**config.mk**
```make
export PLATFORM = sky130hd
export DESIGN_NAME = snake_step_sched
export DESIGN_NICKNAME = d
export VERILOG_FILES = /design/src/rtl/snake_pkg.sv /design/src/rtl/step_timer.sv /design/src/rtl/snake_step_sched.sv
export SDC_FILE = /design/constraint.sdc
export NUM_CORES = 1
export LEC_CHECK = 0
export ABC_AREA = 1
export CAP_MARGIN = 40
export CORE_UTILIZATION = 50
export CTS_CLUSTER_SIZE = 25
export DETAILED_ROUTE_END_ITERATION = 8
export HOLD_SLACK_MARGIN = 0.15
export PLACE_DENSITY = 0.87
export SYNTH_ARGS = -nofsm -noshare
export SYNTH_HDL_FRONTEND = slang
export SYNTH_SLANG_ARGS = --single-unit
```
**constraint.sdc**
```tcl
create_clock -name clk -period 1.46 [get_ports clk]
set_input_delay 0.146 -clock clk [delete_from_list [all_inputs] [get_ports clk]]
set_output_delay 0.146 -clock clk [all_outputs]
set_load 0.05 [all_outputs]
```
**src/rtl/snake_pkg.sv**
```systemverilog
// ----------------------------------------------------------------------------
// snake_pkg
//   Shared types and default constants for the snake game datapath.
//   dir_t    : movement direction of the snake head
//   state_t  : game state sequenced by snake_step_sched
//   opposite : direction that would reverse the snake onto its own body
// ----------------------------------------------------------------------------
package snake_pkg;

    typedef enum logic [1:0] {
        UP    = 2'd0,
        RIGHT = 2'd1,
        DOWN  = 2'd2,
        LEFT  = 2'd3
    } dir_t;

    typedef enum logic [1:0] {
        IDLE  = 2'd0,
        RUN   = 2'd1,
        PAUSE = 2'd2,
        DEAD  = 2'd3
    } state_t;

    localparam int DEF_FRAMES_PER_STEP = 8;
    localparam int DEF_GRID_W          = 40;
    localparam int DEF_GRID_H          = 30;
    localparam int DEF_XW              = 6;
    localparam int DEF_YW              = 5;
    localparam int DEF_LENW            = 8;
    localparam int DEF_INIT_LEN        = 3;

    // The encoding places opposite directions two apart, so a modulo-4 add
    // of two gives the reversal.
    function automatic dir_t opposite(input dir_t d);
        return dir_t'(d + 2'd2);
    endfunction

endpackage

```
**src/rtl/step_timer.sv**
```systemverilog
// ----------------------------------------------------------------------------
// step_timer
//   Counts video frame pulses and flags the frame that completes a snake step.
//   clk, reset   : clock and synchronous active-high reset
//   run          : count frame_start pulses only while high
//   clear        : restart the count from zero
//   frame_start  : one-cycle pulse per video frame
//   tick         : combinational; high on the frame_start that completes a step,
//                  so the caller can register its step enable on the same edge
// ----------------------------------------------------------------------------
module step_timer #(
    parameter int FRAMES_PER_STEP = 8
) (
    input  logic clk,
    input  logic reset,
    input  logic run,
    input  logic clear,
    input  logic frame_start,
    output logic tick
);

    localparam int            CW   = (FRAMES_PER_STEP > 1) ? $clog2(FRAMES_PER_STEP) : 1;
    localparam logic [CW-1:0] LAST = CW'(FRAMES_PER_STEP - 1);

    logic [CW-1:0] frame_cnt;

    assign tick = run && frame_start && (frame_cnt == LAST);

    // Frame counter: advances on each counted frame and wraps to zero on the
    // step frame. When run is low the count simply holds, which is how a
    // paused game keeps its place within the current step.
    always_ff @(posedge clk) begin
        if (reset || clear) begin
            frame_cnt <= '0;
        end else if (run && frame_start) begin
            if (tick) begin
                frame_cnt <= '0;
            end else begin
                frame_cnt <= frame_cnt + CW'(1);
            end
        end
    end

endmodule

```
**src/rtl/snake_step_sched.sv**
```systemverilog
// ----------------------------------------------------------------------------
// snake_step_sched
//   Game-tick scheduler for the snake datapath. Issues a one-cycle step_en
//   every FRAMES_PER_STEP frames while running, buffers direction requests
//   (dropping 180-degree reversals), moves the head with wrap-around, reacts
//   to the collision/food result in the cycle after each step and sequences
//   IDLE/RUN/PAUSE/DEAD.
//   Inputs : clk, reset (sync, active-high), frame_start, start, pause,
//            dir_valid, dir_req[1:0], collision, ate
//   Outputs: step_en, grow, head_x[XW-1:0], head_y[YW-1:0], dir[1:0],
//            length[LENW-1:0], state[1:0]  (all registered)
// ----------------------------------------------------------------------------
module snake_step_sched import snake_pkg::*; #(
    parameter int FRAMES_PER_STEP = DEF_FRAMES_PER_STEP,
    parameter int GRID_W          = DEF_GRID_W,
    parameter int GRID_H          = DEF_GRID_H,
    parameter int XW              = DEF_XW,
    parameter int YW              = DEF_YW,
    parameter int LENW            = DEF_LENW,
    parameter int INIT_LEN        = DEF_INIT_LEN
) (
    input  logic            clk,
    input  logic            reset,
    input  logic            frame_start,
    input  logic            start,
    input  logic            pause,
    input  logic            dir_valid,
    input  logic [1:0]      dir_req,
    input  logic            collision,
    input  logic            ate,
    output logic            step_en,
    output logic            grow,
    output logic [XW-1:0]   head_x,
    output logic [YW-1:0]   head_y,
    output logic [1:0]      dir,
    output logic [LENW-1:0] length,
    output logic [1:0]      state
);

    state_t state_q, state_d;
    dir_t   dir_q, pending_q;
    logic   run, clear, tick, reinit, req_ok, check_die, check_eat;

    // step_en is only ever raised from RUN, so it alone marks the check cycle.
    assign check_die = step_en && collision;
    assign check_eat = step_en && !collision && ate;
    // Pause and a fatal collision both beat a step landing in the same cycle.
    assign run       = (state_q == RUN) && !pause && !check_die;
    assign clear     = (state_q == IDLE) && start;
    assign reinit    = (state_q == DEAD) && start;
    assign req_ok    = dir_valid && (state_q != DEAD) &&
                       (dir_t'(dir_req) != opposite(dir_q));

    assign dir   = dir_q;
    assign state = state_q;

    step_timer #(
        .FRAMES_PER_STEP(FRAMES_PER_STEP)
    ) u_timer (
        .clk        (clk),
        .reset      (reset),
        .run        (run),
        .clear      (clear),
        .frame_start(frame_start),
        .tick       (tick)
    );

    function automatic logic [XW-1:0] next_x(input logic [XW-1:0] x, input dir_t d);
        if (d == RIGHT) return (x == XW'(GRID_W - 1)) ? '0 : x + XW'(1);
        if (d == LEFT)  return (x == '0) ? XW'(GRID_W - 1) : x - XW'(1);
        return x;
    endfunction

    function automatic logic [YW-1:0] next_y(input logic [YW-1:0] y, input dir_t d);
        if (d == DOWN) return (y == YW'(GRID_H - 1)) ? '0 : y + YW'(1);
        if (d == UP)   return (y == '0) ? YW'(GRID_H - 1) : y - YW'(1);
        return y;
    endfunction

    // Game state register.
    always_ff @(posedge clk) begin
        if (reset) begin
            state_q <= IDLE;
        end else begin
            state_q <= state_d;
        end
    end

    // Next-state logic. In RUN a collision in the check cycle outranks a
    // pause request; start is only meaningful in IDLE/DEAD and pause only in
    // RUN/PAUSE, so a coincident pair resolves by whichever the state uses.
    always_comb begin
        state_d = state_q;
        case (state_q)
            IDLE:    if (start) state_d = RUN;
            RUN: begin
                if (check_die)  state_d = DEAD;
                else if (pause) state_d = PAUSE;
            end
            PAUSE:   if (pause) state_d = RUN;
            DEAD:    if (start) state_d = IDLE;
            default: state_d = IDLE;
        endcase
    end

    // Datapath registers. The step edge moves the head using the pending
    // direction as it stood before this edge, so a request arriving in the
    // same cycle only affects the following step. Restarting from DEAD puts
    // everything back to the power-up position.
    always_ff @(posedge clk) begin
        if (reset) begin
            step_en   <= 1'b0;
            grow      <= 1'b0;
            head_x    <= XW'(GRID_W / 2);
            head_y    <= YW'(GRID_H / 2);
            dir_q     <= RIGHT;
            pending_q <= RIGHT;
            length    <= LENW'(INIT_LEN);
        end else begin
            step_en <= tick;
            grow    <= check_eat;
            if (reinit) begin
                head_x    <= XW'(GRID_W / 2);
                head_y    <= YW'(GRID_H / 2);
                dir_q     <= RIGHT;
                pending_q <= RIGHT;
                length    <= LENW'(INIT_LEN);
            end else begin
                if (tick) begin
                    head_x <= next_x(head_x, pending_q);
                    head_y <= next_y(head_y, pending_q);
                    dir_q  <= pending_q;
                end
                if (req_ok) begin
                    pending_q <= dir_t'(dir_req);
                end
                if (check_eat && (length != '1)) begin
                    length <= length + LENW'(1);
                end
            end
        end
    end

endmodule

```
Yosys cells after proc, flatten, opt, wreduce, memory -nomap -nowiden
Index checks and enable logic that the tools add are counted.

word-level totals
  register bits = 30
  latch bits = 0
  bits in writable memories = 0
  ROM bits = 0
  input port bits = 10
  output and inout bits = 25
  logic and storage cells = 95
  memories kept = 0

cells by class
  add/subtract/negate cells = 7
  multiply operators = 0
  divide/modulo/power cells = 0
  $lt $le $gt $ge = 0
  equality and inequality tests = 16
  shifts and indexed selects = 0
  muxes and demuxes = 37
  bitwise logic cells = 0
  reductions and logical operators = 26

operators by type and width
  operator                                          number
  two-way mux 6 bit                                 6
  two-way mux 5 bit                                 6
  two-way mux 1 bit                                 18
  logical AND 1 bit                                 12
  two-way mux 2 bit                                 5
  adder 8 x 1 -> 8 bit, second input constant       1
  == test 2 bit, second input constant              4
  inequality test 2 bit, second input constant      4
  inequality test 8 bit, second input constant      1
  one-hot mux 2 bit (4 select lines)                1
  adder 6 x 1 -> 6 bit, second input constant       1
  == test 6 bit, second input constant              1
  zero test 6 bit                                   1
  subtractor 6 x 1 -> 6 bit, second input constant  1
  adder 5 x 1 -> 5 bit, second input constant       1
  == test 5 bit, second input constant              1
  zero test 5 bit                                   1
  subtractor 5 x 1 -> 5 bit, second input constant  1
  == test 2 x 1 -> 1 bit, second input constant     2
  zero test 2 bit                                   2
  AND reduction 2 bit                               2
  AND reduction 4 bit                               1
  nonzero test 2 bit                                2
  adder 3 x 1 -> 3 bit, second input constant       1
  8 further kinds                                   10

Logic depth before layout (Yosys ltp)
  word-level depth = 14
  depth in mapped cells = 9
  gate-level depth less buffers = 9

Cells and area by module
Synthesis repeated with hierarchy kept, for this count alone.

unflattened totals
  cells, all modules = 299
  area total of the unflattened synthesis = 1,925.6 µm²

modules (own cells, without submodules)
  module            instances  cells an instance  area an instance (µm²)  sequential area each (µm²)
  snake_step_sched  1          274                1,751.7                 540.5
  step_timer        1          25                 173.9                   60.1

Least setup slack after synthesis
No wires, ideal clock.

  path type = register -> register
  from = reg length[0]
  to = reg length[0]
  library setup time = 0.120 ns
  arrival time = 1.592 ns
  required time = 1.340 ns
  setup slack = -0.252 ns
  cell stages (with the launch flop) = 8
  buffers on the path = 0
  clock period less this slack = 1.712 ns
  cell sequence = dfxtp_1 ha_1 nand3_1 nor2_1 nand2_1 nand2_1 or2_2 nand3_1

on the way
  cells in the longest elaborated chain, start to end = 2
  elaborated cells on any way between the ends = 3
  those cells by class = add/sub (1); eq/ne (1); reduce/logical (1)

ends and longest elaborated chain
  element                                                                       RTL line                 text
  start: declaration                                                            snake_step_sched.sv:36   output logic [LENW-1:0] length,
  start signal: assignment                                                      snake_step_sched.sv:118  length <= LENW'(INIT_LEN);
  start signal: assignment                                                      snake_step_sched.sv:127  length <= LENW'(INIT_LEN);
  start signal: assignment                                                      snake_step_sched.sv:138  length <= length + LENW'(1);
  parallel branches: the longest is 2 deep, another holds adder 8 x 1 -> 8 bit  n/a

Parallel ways; which one is timed is not known.
A chain may end at the register's enable or synchronous reset.

Final worst setup path
  from = reg u_timer.frame_cnt[0]
  to = reg head_x[1]

on the way
  cells in the longest elaborated chain, start to end = 3

ends and longest elaborated chain
  element                               RTL line                 text
  start: declaration                    step_timer.sv:25         logic [CW-1:0] frame_cnt;
  start signal: assignment              step_timer.sv:39         frame_cnt <= frame_cnt + CW'(1);
  == test 3 bit                         step_timer.sv:27         assign tick = run && frame_start && (frame_cnt == LAST);
  logical AND 1 bit                     step_timer.sv:27
  AND reduction 2 bit (no source line)  n/a
  end signal: assignment                snake_step_sched.sv:114  head_x <= XW'(GRID_W / 2);
  end signal: assignment                snake_step_sched.sv:123  head_x <= XW'(GRID_W / 2);
  end signal: assignment                snake_step_sched.sv:130  head_x <= next_x(head_x, pending_q);
  end: declaration                      snake_step_sched.sv:33   output logic [XW-1:0] head_x,

No other way between the ends.

==> impl_metrics.env <==
export IMPL_run_status="completed"
export IMPL_grt_pass1_vias=1823
export IMPL_finalInstanceArea_um2=2620
export IMPL_max_slew_margin_pct=80.2
export IMPL_grt_pass1_wl_um=7770
export IMPL_drive_gt1_share_pct=24.2
export IMPL_synth_top_family_by_area="simple AND/OR/NAND/NOR gates"
export IMPL_drc=0
export IMPL_synth_edf_count=0
export IMPL_syn2layout_area_growth_pct=37.5
export IMPL_portBuffers=34
export IMPL_r2r_cells=7
export IMPL_cts_htree_levels=2
export IMPL_die_w_um=63.8
export IMPL_fin_crit_ps=1400
export IMPL_dpl_cell_area_um2=2470
export IMPL_synth_seq_area_share_pct=31.5
export IMPL_synth_compound_area_share_pct=11.0
export IMPL_maxCapViolations=0
export IMPL_cts_root_buffer="clkbuf_8"
export IMPL_synth_top_area_share_pct=31.5
export IMPL_ys_flop_type="dfxtp_1"
export IMPL_cp_arrival_ps=1610
export IMPL_synth_nets=306
export IMPL_tightest_slew_ps=296
export IMPL_synthMuxAreaShare_pct=0
export IMPL_maxSlewViolCount=0
export IMPL_synth_area_leader_cell="dfxtp_1"
export IMPL_path_max_fanout=7
export IMPL_grt_use_total_pct=24.8
export IMPL_ys_async_sr_fraction_pct=0
export IMPL_overflow=0
export IMPL_critPathLaunch="u_timer.frame_cnt[0]$_SDFFE_PP0P_"
export IMPL_via_per_inst=5.13
export IMPL_clkLatencyLatePin_ps=280
export IMPL_netlist_top_cells_count="nand2_1 (71), nor2_1 (38), inv_1 (36)"
export IMPL_hpwl_um=3480
export IMPL_critical_path_required_ps=1670
export IMPL_ant_nets=0
export IMPL_power_uw=1900
export IMPL_via_count=2004
export IMPL_grt_max_degree=16
export IMPL_cts_tree="yes"
export IMPL_synth_cells=287
export IMPL_start_kind="flip-flop"
export IMPL_fin_nets=361
export IMPL_finalCritPeriodShare_pct=95.7
export IMPL_rows=22
export IMPL_cts_buffer_depth=2
export IMPL_wl_um=4520
export IMPL_synth_cell_types=32
export IMPL_end_kind="flip-flop"
export IMPL_ioPinCount=35
export IMPL_avgRoutedWirePerCell_um=11.6
export IMPL_synth_area_per_cell_um2=6.64
export IMPL_synth_most_common_cell="nand2_1"
export IMPL_numCtsBuffers=5
export IMPL_crit_end="head_x[1]$_SDFFE_PP0P_"
export IMPL_diodes=0
export IMPL_fin_util_pct=71.6
export IMPL_hold_class="flip-flop to flip-flop"
export IMPL_synthSimpleGateAreaFrac_pct=37.5
export IMPL_dieArea_um2=4060
export IMPL_gp_congestion=0.895
export IMPL_yosys_warnings=0
export IMPL_crit_type="flip-flop to flip-flop"
export IMPL_r2r_slack_ps=60
export IMPL_syn_cell_area_um2=1910
export IMPL_drt_iter0_drc=101
export IMPL_synth_adder_area_share_pct=5.91
export IMPL_reg2reg_to="head_x[1]$_SDFFE_PP0P_"
export IMPL_antenna_found_initial=0
export IMPL_synth_xor_area_share_pct=5.05
export IMPL_ys_ff_latch=30
export IMPL_reg2reg_from="u_timer.frame_cnt[0]$_SDFFE_PP0P_"
export IMPL_clkTransAtPathRegs_ps=60
export IMPL_clkSinkCount=30
export IMPL_finalSetupViolCount=0
export IMPL_finalHoldViolations=0
export IMPL_die_h_um=63.8
export IMPL_p_per_area_nw_per_um2=724
export IMPL_start_util_pct=52.1
export IMPL_timing_fmax_mhz=716
export IMPL_skew_ps=2.27
export IMPL_synth_area_leaders="dfxtp_1 (31%), nand2_1 (14%), nand3_1 (7.6%)"
export IMPL_peakVddDrop_uv=745
export IMPL_total_leakage_power_uw=0.00124
export IMPL_drt_pass1_iter_count=4
export IMPL_design_core_area_um2=3660
-- per-stage QoR --
| stage | setup WS (ps) | std cells | hold WS (ps) | setup TNS (ps) |
|---|---|---|---|---|
| after floorplan | 5.12 | 287 | 208 | 0 |
| after global placement | -79.4 | 382 | 454 | -398 |
| after detailed placement | -132 | 382 | 459 | -1220 |
| after CTS | 0.766 | 390 | 468 | 0 |
| after global routing | -33.3 | 391 | 477 | -35.0 |
| final | 62.9 | 391 | 467 | 0 |
-- layout by cell type, fill, tap and decap left out, types with 3 or more instances in the layout --
cell,instances
nand3_1,29
nand2_2,4
ha_1,7
clkbuf_8,8
a21oi_1,15
dfxtp_1,15
buf_12,8
nor2_1,37
inv_1,36
xor2_1,7
nand2_1,69
buf_4,35
nor3_1,3
nand4_1,5
clkdlybuf4s50_1,9
dfxtp_2,13
o21ai_0,14
xnor2_1,4
-- registers in the layout, summed over array words and instances (netlist names) --
signal / count
length: 8
pending_q: 2
grow: 1
dir: 2
step_en: 1
u_timer.frame_cnt: 3
head_x: 6
head_y: 5
state: 2
-- worst min path at each step --
stage                                      start                                end  slack [ps]  depth (start not counted)
2_1_floorplan                              reset              state[1]$_SDFFE_PP0P_         210                          1
4_1_cts        u_timer.frame_cnt[2]$_SDFFE_PP0P_  u_timer.frame_cnt[2]$_SDFFE_PP0P_         470                          2
3_3_place_gp   u_timer.frame_cnt[1]$_SDFFE_PP0P_  u_timer.frame_cnt[1]$_SDFFE_PP0P_         450                          2
6_report                  head_y[0]$_SDFFE_PP1P_             head_y[0]$_SDFFE_PP1P_         470                          2
5_1_grt                                      ate                    grow$_SDFF_PP0_         480                          3
3_5_place_dp              head_y[0]$_SDFFE_PP1P_             head_y[0]$_SDFFE_PP1P_         460                          2
-- cells by family (layout without fill, tap and decap cells) --
family / after synthesis / in the layout
AND/OR/NAND/NOR: 157 / 157
buffers and inverters: 43 / 99
AO/OA/AOI/OAI: 37 / 37
flip-flops: 30 / 30
XOR/XNOR: 11 / 11
adder cells (fa/ha/maj): 9 / 9
-- metal layers --
layer | vias to the layer above | track usage, % | part of all wire [%]
met5 | - | 0 | 0
met4 | 0 | 12.5 | 2.4
met3 | 11 | 6.79 | 4.5
met2 | 52 | 42.7 | 49
met1 | 911 | 27.8 | 44
li1 | 1030 | - | -
-- repair_timing --
item,4_1_cts,5_1_grt
setup buffers,0,1
hold buffers,0,0
setup endpoints to repair,0,18
resized for setup,0,8
-- cell type report --
cell class | instances | area, um2
Fill cell | 292 | 1040
Clock buffer | 8 | 110
Tap cell | 48 | 60.1
Multi-Input combinational cell | 214 | 1170
Timing Repair Buffer | 52 | 513
Sequential cell | 30 | 624
Inverter | 39 | 149
-- where the power goes --
part           internal (uW)  switching, uW  total [uW]  leakage (uW)
logic                    114            150         263      0.000935
registers                832           27.1         859      0.000244
clock network            475            303         778     0.0000575
-- worst max-delay path: stages (launching register included) --
cell	delay [ps]
dfxtp_1	360
ha_1	200
ha_4	190
nand4_4	160
buf_4	190
nand2_1	40
o21ai_0	80
nor2_1	100
Note: power is estimated with default switching activity, not from simulation.
